--- src/rtl/debounce_pkg.sv ---
// Shared types and default constants for the debounce_sync block.
package debounce_pkg;

  typedef enum logic [1:0] {
    IDLE_LO  = 2'd0,
    CHECK_HI = 2'd1,
    IDLE_HI  = 2'd2,
    CHECK_LO = 2'd3
  } db_state_t;

  localparam int DEF_SYNC_STAGES = 2;
  localparam int DEF_DB_CYCLES   = 4;

endpackage

--- src/rtl/sync_chain.sv ---
// Multi-flop synchroniser for a single asynchronous level; q is the last stage.
module sync_chain #(
  parameter int STAGES = 2
) (
  input  logic clk,
  input  logic reset,
  input  logic d,
  output logic q
);

  logic [STAGES-1:0] chain_q;

  // Shift the raw level through the synchroniser stages.
  always_ff @(posedge clk) begin
    if (reset) begin
      chain_q <= '0;
    end else begin
      chain_q <= {chain_q[STAGES-2:0], d};
    end
  end

  assign q = chain_q[STAGES-1];

endmodule

--- src/rtl/debounce_sync.sv ---
// Synchronising debouncer: a level is accepted after DB_CYCLES+1 identical samples.
// Optional macro DEBOUNCE_EDGE_EN enables the registered rise/fall pulse outputs.
module debounce_sync
  import debounce_pkg::*;
#(
  parameter int SYNC_STAGES = DEF_SYNC_STAGES,
  parameter int DB_CYCLES   = DEF_DB_CYCLES
) (
  input  logic clk,
  input  logic reset,
  input  logic din,
  output logic q,
  output logic qb,
  output logic rise,
  output logic fall,
  output logic busy
);

  localparam int CW = $clog2(DB_CYCLES + 1);
  localparam logic [CW-1:0] CNT_LAST = CW'(DB_CYCLES - 1);

  logic          s;
  db_state_t     state_q;
  logic [CW-1:0] cnt_q;
  logic          q_q;
  logic          accept_hi;
  logic          accept_lo;

  sync_chain #(
    .STAGES(SYNC_STAGES)
  ) u_sync (
    .clk  (clk),
    .reset(reset),
    .d    (din),
    .q    (s)
  );

  // Acceptance happens on the final counted sample of a CHECK state.
  always_comb begin
    accept_hi = 1'b0;
    accept_lo = 1'b0;
    if ((state_q == CHECK_HI) && s && (cnt_q == CNT_LAST)) begin
      accept_hi = 1'b1;
    end else if ((state_q == CHECK_LO) && !s && (cnt_q == CNT_LAST)) begin
      accept_lo = 1'b1;
    end else begin
      accept_hi = 1'b0;
      accept_lo = 1'b0;
    end
  end

  // Debounce FSM with counter and registered level output.
  always_ff @(posedge clk) begin
    if (reset) begin
      state_q <= IDLE_LO;
      cnt_q   <= '0;
      q_q     <= 1'b0;
    end else begin
      case (state_q)
        IDLE_LO: begin
          if (s) begin
            state_q <= CHECK_HI;
            cnt_q   <= '0;
          end else begin
            state_q <= IDLE_LO;
          end
        end
        CHECK_HI: begin
          if (!s) begin
            state_q <= IDLE_LO;
            cnt_q   <= '0;
          end else if (accept_hi) begin
            state_q <= IDLE_HI;
            q_q     <= 1'b1;
            cnt_q   <= '0;
          end else begin
            cnt_q <= cnt_q + CW'(1);
          end
        end
        IDLE_HI: begin
          if (!s) begin
            state_q <= CHECK_LO;
            cnt_q   <= '0;
          end else begin
            state_q <= IDLE_HI;
          end
        end
        CHECK_LO: begin
          if (s) begin
            state_q <= IDLE_HI;
            cnt_q   <= '0;
          end else if (accept_lo) begin
            state_q <= IDLE_LO;
            q_q     <= 1'b0;
            cnt_q   <= '0;
          end else begin
            cnt_q <= cnt_q + CW'(1);
          end
        end
        default: begin
          state_q <= IDLE_LO;
          cnt_q   <= '0;
          q_q     <= 1'b0;
        end
      endcase
    end
  end

  assign q    = q_q;
  assign qb   = ~q_q;
  assign busy = (state_q == CHECK_HI) || (state_q == CHECK_LO);

`ifdef DEBOUNCE_EDGE_EN
  logic rise_q;
  logic fall_q;

  // Pulses coincide with the first cycle q shows its new value.
  always_ff @(posedge clk) begin
    if (reset) begin
      rise_q <= 1'b0;
      fall_q <= 1'b0;
    end else begin
      rise_q <= accept_hi;
      fall_q <= accept_lo;
    end
  end

  assign rise = rise_q;
  assign fall = fall_q;
`else
  assign rise = 1'b0;
  assign fall = 1'b0;
`endif

endmodule

--- config.mk ---
export PLATFORM = sky130hd
export DESIGN_NAME = debounce_sync
export DESIGN_NICKNAME = d
export VERILOG_FILES = /design/src/rtl/debounce_pkg.sv /design/src/rtl/sync_chain.sv /design/src/rtl/debounce_sync.sv
export SDC_FILE = /design/constraint.sdc
export NUM_CORES = 1
export LEC_CHECK = 0
export ABC_AREA = 1
export ABC_CLOCK_PERIOD_IN_PS = 1400
export CORE_AREA = 2 2 39 41
export DETAILED_ROUTE_END_ITERATION = 10
export DIE_AREA = 0 0 41 43
export GPL_TIMING_DRIVEN = 0
export PLACE_DENSITY = 0.58
export SLEW_MARGIN = 20
export SYNTH_ARGS = -nofsm -noshare
export SYNTH_HDL_FRONTEND = slang
export SYNTH_SLANG_ARGS = --single-unit
--- constraint.sdc ---
create_clock -name clk -period 1.4 [get_ports clk]
set_input_delay 0.14 -clock clk [delete_from_list [all_inputs] [get_ports clk]]
set_output_delay 0.14 -clock clk [all_outputs]
set_load 0.03 [all_outputs]
==> results.txt, run 1 <==
Final setup margin - 0.165 ns
# hold bufs at CTS - 0
Hold Crit Endpoint - u_sync.chain_q[0]$_SDFF_PP0_
Placed Area - 447 sq um
Drc violations - 0
Routed wire length - 664 microns
Crit path arrival time - 1.09 ns
Inserted Clock Buffers - 3
Antenna diode count - 0
Inst Count DP - 74
Finished Layout Cells - 77
Critical path class - reg2out
Aggregate global routing overflow - 0
Reg2reg setup slack - 0.20 ns
Worst-case clock skew - 0.00725 ns
Post-route cell area - 465 sq um
Yosys warns - 0
Crit-path max FO - 3
Fraction of layout cells with a size suffix above 1 - 14.8%
R2r startpoint - cnt_q[0]$_SDFFE_PP0P_
Leakage power - 0.230 nW
Clock transition at path regs - 0.06 ns
Max IR drop VDD - 288 uV
RSZ-0062 raised after global routing - false
Max clock buf depth - 2
Worst Path Required - 1.26 ns
Setup violators final - 0
Final hold violation count - 0
CTS tree - yes
Later-pin clock latency in the skew report - 0.25 ns
FMAX - 0.810 GHz
Syn Area/Cell - 7.17 sq um
Synthesized flop and latch total - 8
Nets - 68
Die Y - 43 microns
Final HPWL DP - 489 microns
Register area share after synthesis - 43.0%
Layout Utilization - 33.6%
First-pass GRT wire length - 1.08 mm
Boundary pin count - 8
Die X - 41 microns
Final cycle utilization of the critical path - 88.2%
Router iterations before antenna repair - 2
Setup crit end kind - primary output
Antenna Nets Post-Route - 0
Total GRT Usage - 9.79%
Crit path time final - 1.23 ns
Synthesis-to-finish area growth - 24.8%
Clk sinks - 8
Startpoint Class - register
Vias in the first global route - 279
Pre-CTS WS - 0.161 ns
Hold path depth - 3
Average wire per standard cell - 8.62 microns
Mapped Cells - 52
Worst min-delay path category - in2reg
Power Density - 960 mW/mm^2
RR Endpoint - cnt_q[2]$_SDFFE_PP0P_
Fin. max-slew vios - 0
Yosys cell types - 14
Largest net degree at the start of global routing - 7
Drt via density - 4.23
H-tree levels - 1
Reg2Reg Depth - 5
Max-cap violations - 0
Placer Congestion - 0.702
Initial antenna violation count - 0
IO buf count - 5
Post-Synthesis Cell Area - 373 sq um
Row count - 14
Initial core utilization - 26.9%
Most frequent cells in the layout - inv_1, nand2_1, dfxtp_1
Core area - 0.00138 sq mm
Root Driver - clkbuf_4
First DRT Iteration DRCs - 4
Status - complete, no violations
Die area - 0.00176 sq mm
Vias - 326
Hold_sp - din
Sum Neg Setup Slack - 0 ns
-- kinds of logic (layout without fill, tap and decap cells) --
group                    count (synthesis)  after routing  synth area share [%]
flip-flops                               8              8                  43.0
buffers and inverters                   13             21                  15.1
other                                    1              2                  1.01
AND/OR/NAND/NOR                         22             22                  26.2
AO/OA/AOI/OAI                            6              6                  8.05
adder cells (fa/ha/maj)                  2              2                  6.71
-- cell usage after synthesis --
library cell	count	area (sq um)
nand3_1	6	30.0
ha_1	2	25.0
o21ai_0	2	10.0
dfxtp_1	8	160
inv_2	1	3.75
nor2_1	4	15.0
clkbuf_1	1	3.75
nand2_2	2	12.5
nand2_1	9	33.8
conb_1	1	3.75
inv_1	9	33.8
buf_4	2	15.0
a21oi_1	4	20.0
nor2_2	1	6.26
-- stage by stage --
stage	total power, mW	hold slack (ns)
floorplan	0.263	0.209
global placement	0.275	0.392
detailed placement	0.275	0.397
CTS	0.456	0.394
global route	0.468	0.420
finish	0.447	0.402
-- layout make-up --
type | instances | area, sq um
repair buffers | 5 | 46.3
fillers | 159 | 918
well taps | 16 | 20.0
multi-input cells | 32 | 160
plain buffers | 3 | 18.8
clock buffers | 3 | 22.5
inverters | 10 | 37.5
flip-flops and latches | 8 | 160
-- power breakdown --
| group | total, mW | switching [mW] | internal (mW) |
|---|---|---|---|
| clock network | 0.176 | 0.0783 | 0.0981 |
| registers | 0.234 | 0.00273 | 0.232 |
| logic | 0.0360 | 0.0219 | 0.0141 |
| total | 0.447 | 0.103 | 0.344 |
-- per-layer routing --
layer  track usage [%]  wire, microns  vias to the layer above
met1              10.8            308                      145
met2              13.4            327                        5
met4              12.0             10                        0
li1                  -              -                      174
met5                 0              0                        -
met3              1.57             17                        2
-- worst max-delay path by stage --
stage                                  from                    end  slack (ns)  depth (start not counted)
floorplan             cnt_q[0]$_SDFFE_PP0P_  cnt_q[1]$_SDFFE_PP0P_        0.32                          5
global placement    state_q[0]$_SDFFE_PP0P_                   busy        0.17                          2
detailed placement  state_q[0]$_SDFFE_PP0P_                   busy        0.16                          2
CTS                 state_q[0]$_SDFFE_PP0P_                   busy        0.15                          2
global route        state_q[0]$_SDFFE_PP0P_                   busy        0.08                          2
finish              state_q[0]$_SDFFE_PP0P_                   busy        0.17                          2
-- worst max-delay path, stage by stage, from the launching register on --
cell           delay [ns]
dfxtp_1              0.36
clkbuf_1             0.09
dlygate4sd2_1        0.38
-- repair_timing --
item	CTS	global route
buffers inserted	0	0
resized for setup	3	0
endpoints found under the setup margin	3	0
No activity file was read; power rests on OpenSTA's default activity.
==> run 2: changes to the inputs <==
Settings changed: CORE_AREA 2 2 39 41 to 4 4 41 43, DIE_AREA 0 0 41 43 to 0 0 45 47.
==> results.txt, run 2 (same netlist as run 1, synthesis figures left out) <==
RSZ-0062 raised after global routing - false
Status - complete, no violations
Max-cap violations - 0 (unchanged)
Fill cells - 159 (unchanged)
Antenna Nets Post-Route - 0 (unchanged)
Drt via density - 4.22 (-0.24%)
First DRT Iteration DRCs - 10 (+6)
Max IR drop VDD - 353 uV (+23%)
CTS tree - yes
Routed wire length - 596 microns (-10%)
Multi-input logic area - 160 sq um (unchanged)
Most frequent cells in the layout - inv_1, nand2_1, dfxtp_1
Power Density - 957 mW/mm^2 (-0.23%)
Nets - 68 (unchanged)
Inst Count DP - 73 (-1.4%)
Aggregate global routing overflow - 0 (unchanged)
# hold bufs at CTS - 0 (unchanged)
IO buf count - 5 (unchanged)
Drc violations - 0 (unchanged)
Inserted Clock Buffers - 3 (unchanged)
Placer Congestion - 0.732 (+4.3%)
Critical path class - reg2out
Boundary pin count - 8 (unchanged)
Clk pwr share - 39.3% (-0.2 points)
Crit path arrival time - 1.09 ns (about the same)
Worst Path Required - 1.26 ns (about the same)
FF+latch area - 160 sq um (unchanged)
Crit-path max FO - 3 (unchanged)
Clock transition at path regs - 0.05 ns (about the same)
Later-pin clock latency in the skew report - 0.25 ns (about the same)
Die area - 0.00212 sq mm (+20%)
Worst-case clock skew - 0.00346 ns (-0.00379 ns)
Die Y - 47 microns (+9.3%)
Switching share of power - 22.7% (-0.37 points)
Int Power - 344 uW (about the same)
FMAX - 0.814 GHz (+0.48%)
Crit path time final - 1.23 ns (-0.00596 ns)
Initial core utilization - 28.7% (+1.7 points)
Startpoint Class - register
Finished Layout Cells - 76 (-1.3%)
Root Driver - clkbuf_4
Row count - 13 (-1)
Worst min-delay path category - in2reg
H-tree levels - 1 (unchanged)
NetSw - 101 uW (-2.1%)
Core area - 0.00130 sq mm (-6.0%)
Max clock buf depth - 2 (unchanged)
Total GRT Usage - 7.62% (-2.2 points)
Sequential power share - 52.7% (+0.2 points)
Final hold violation count - 0 (unchanged)
First-pass GRT wire length - 1.03 mm (-5.1%)
Vias in the first global route - 252 (-9.7%)
Setup violators final - 0 (unchanged)
Clk sinks - 8 (unchanged)
Sum Neg Setup Slack - 0 ns (unchanged)
Combinational share of power - 8.0% (about the same)
Initial antenna violation count - 0 (unchanged)
Pwr Total - 444 uW (-0.50%)
Synthesis-to-finish area growth - 24.5%
Fin. max-slew vios - 0 (unchanged)
Vias - 321 (-1.5%)
Leakage power - 0.230 nW (unchanged)
Router iterations before antenna repair - 4 (+2)
Final cycle utilization of the critical path - 87.8% (-0.43 points)
Setup crit end kind - primary output
Average wire per standard cell - 7.84 microns (-9.1%)
Antenna diode count - 0 (unchanged)
Die X - 45 microns (+9.8%)
Final HPWL DP - 461 microns (-5.8%)
Fraction of layout cells with a size suffix above 1 - 14.8% (unchanged)
Largest net degree at the start of global routing - 7 (unchanged)
## run 2: cell counts in the layout (fill, tap and decap cells not counted)
Identical to the previous run, type by type.
## run 2: layout make-up
class / count / area share [%]
clock buffers: 3 / 4.85
inverters: 10 / 8.09
repair buffers: 5 / 9.97
flip-flops and latches: 8 / 34.5
well taps: 15 / 4.04
plain buffers: 3 / 4.04
multi-input cells: 32 / 34.5
## run 2: final timing paths
path              cells after the start  slack [ns]                           end                    startpoint
setup / recovery                      2        0.17                          busy       state_q[0]$_SDFFE_PP0P_
hold / removal                        3        0.40  u_sync.chain_q[0]$_SDFF_PP0_                           din
hold reg to reg                       2        0.41  u_sync.chain_q[1]$_SDFF_PP0_  u_sync.chain_q[0]$_SDFF_PP0_
setup reg to reg                      5        0.24         cnt_q[1]$_SDFFE_PP0P_         cnt_q[0]$_SDFFE_PP0P_
## run 2: timing repair
| action | CTS | global route |
|---|---|---|
| resized for setup | 3 | 0 |
| setup endpoints to repair | 3 | 0 |
| endpoints found under the hold margin | 0 | 0 |
| setup buffers | 0 | 0 |
## run 2: per-stage QoR
step	util, %	setup slack [ns]	cell area [sq um]	hold WS [ns]
2_1_floorplan	-	0.321	377	0.209
3_3_place_gp	34.2	0.161	445	0.392
3_5_place_dp	34.2	0.163	445	0.399
4_1_cts	35.7	0.149	464	0.391
5_1_grt	35.7	0.0881	464	0.401
6_report	35.7	0.171	464	0.400
## run 2: critical path, stage by stage, from the launching register on
cell and delay, ns:
dfxtp_1 0.36, clkbuf_1 0.09, dlygate4sd2_1 0.39
## run 2: metal layers
metal	vias up	GRT usage, %	wire [microns]
li1	176	-	-
met1	132	8.29	260
met2	9	9.32	273
met3	4	3.45	42
met4	0	10.5	20
met5	-	0	0
## run 2: power by group through the flow
stage          Clock [mW]  Combinational, mW  Sequential (mW)
2_1_floorplan           0             0.0250            0.238
3_3_place_gp            0             0.0362            0.239
3_5_place_dp            0             0.0359            0.239
4_1_cts             0.188             0.0358            0.234
5_1_grt             0.196             0.0395            0.234
6_report            0.175             0.0356            0.234
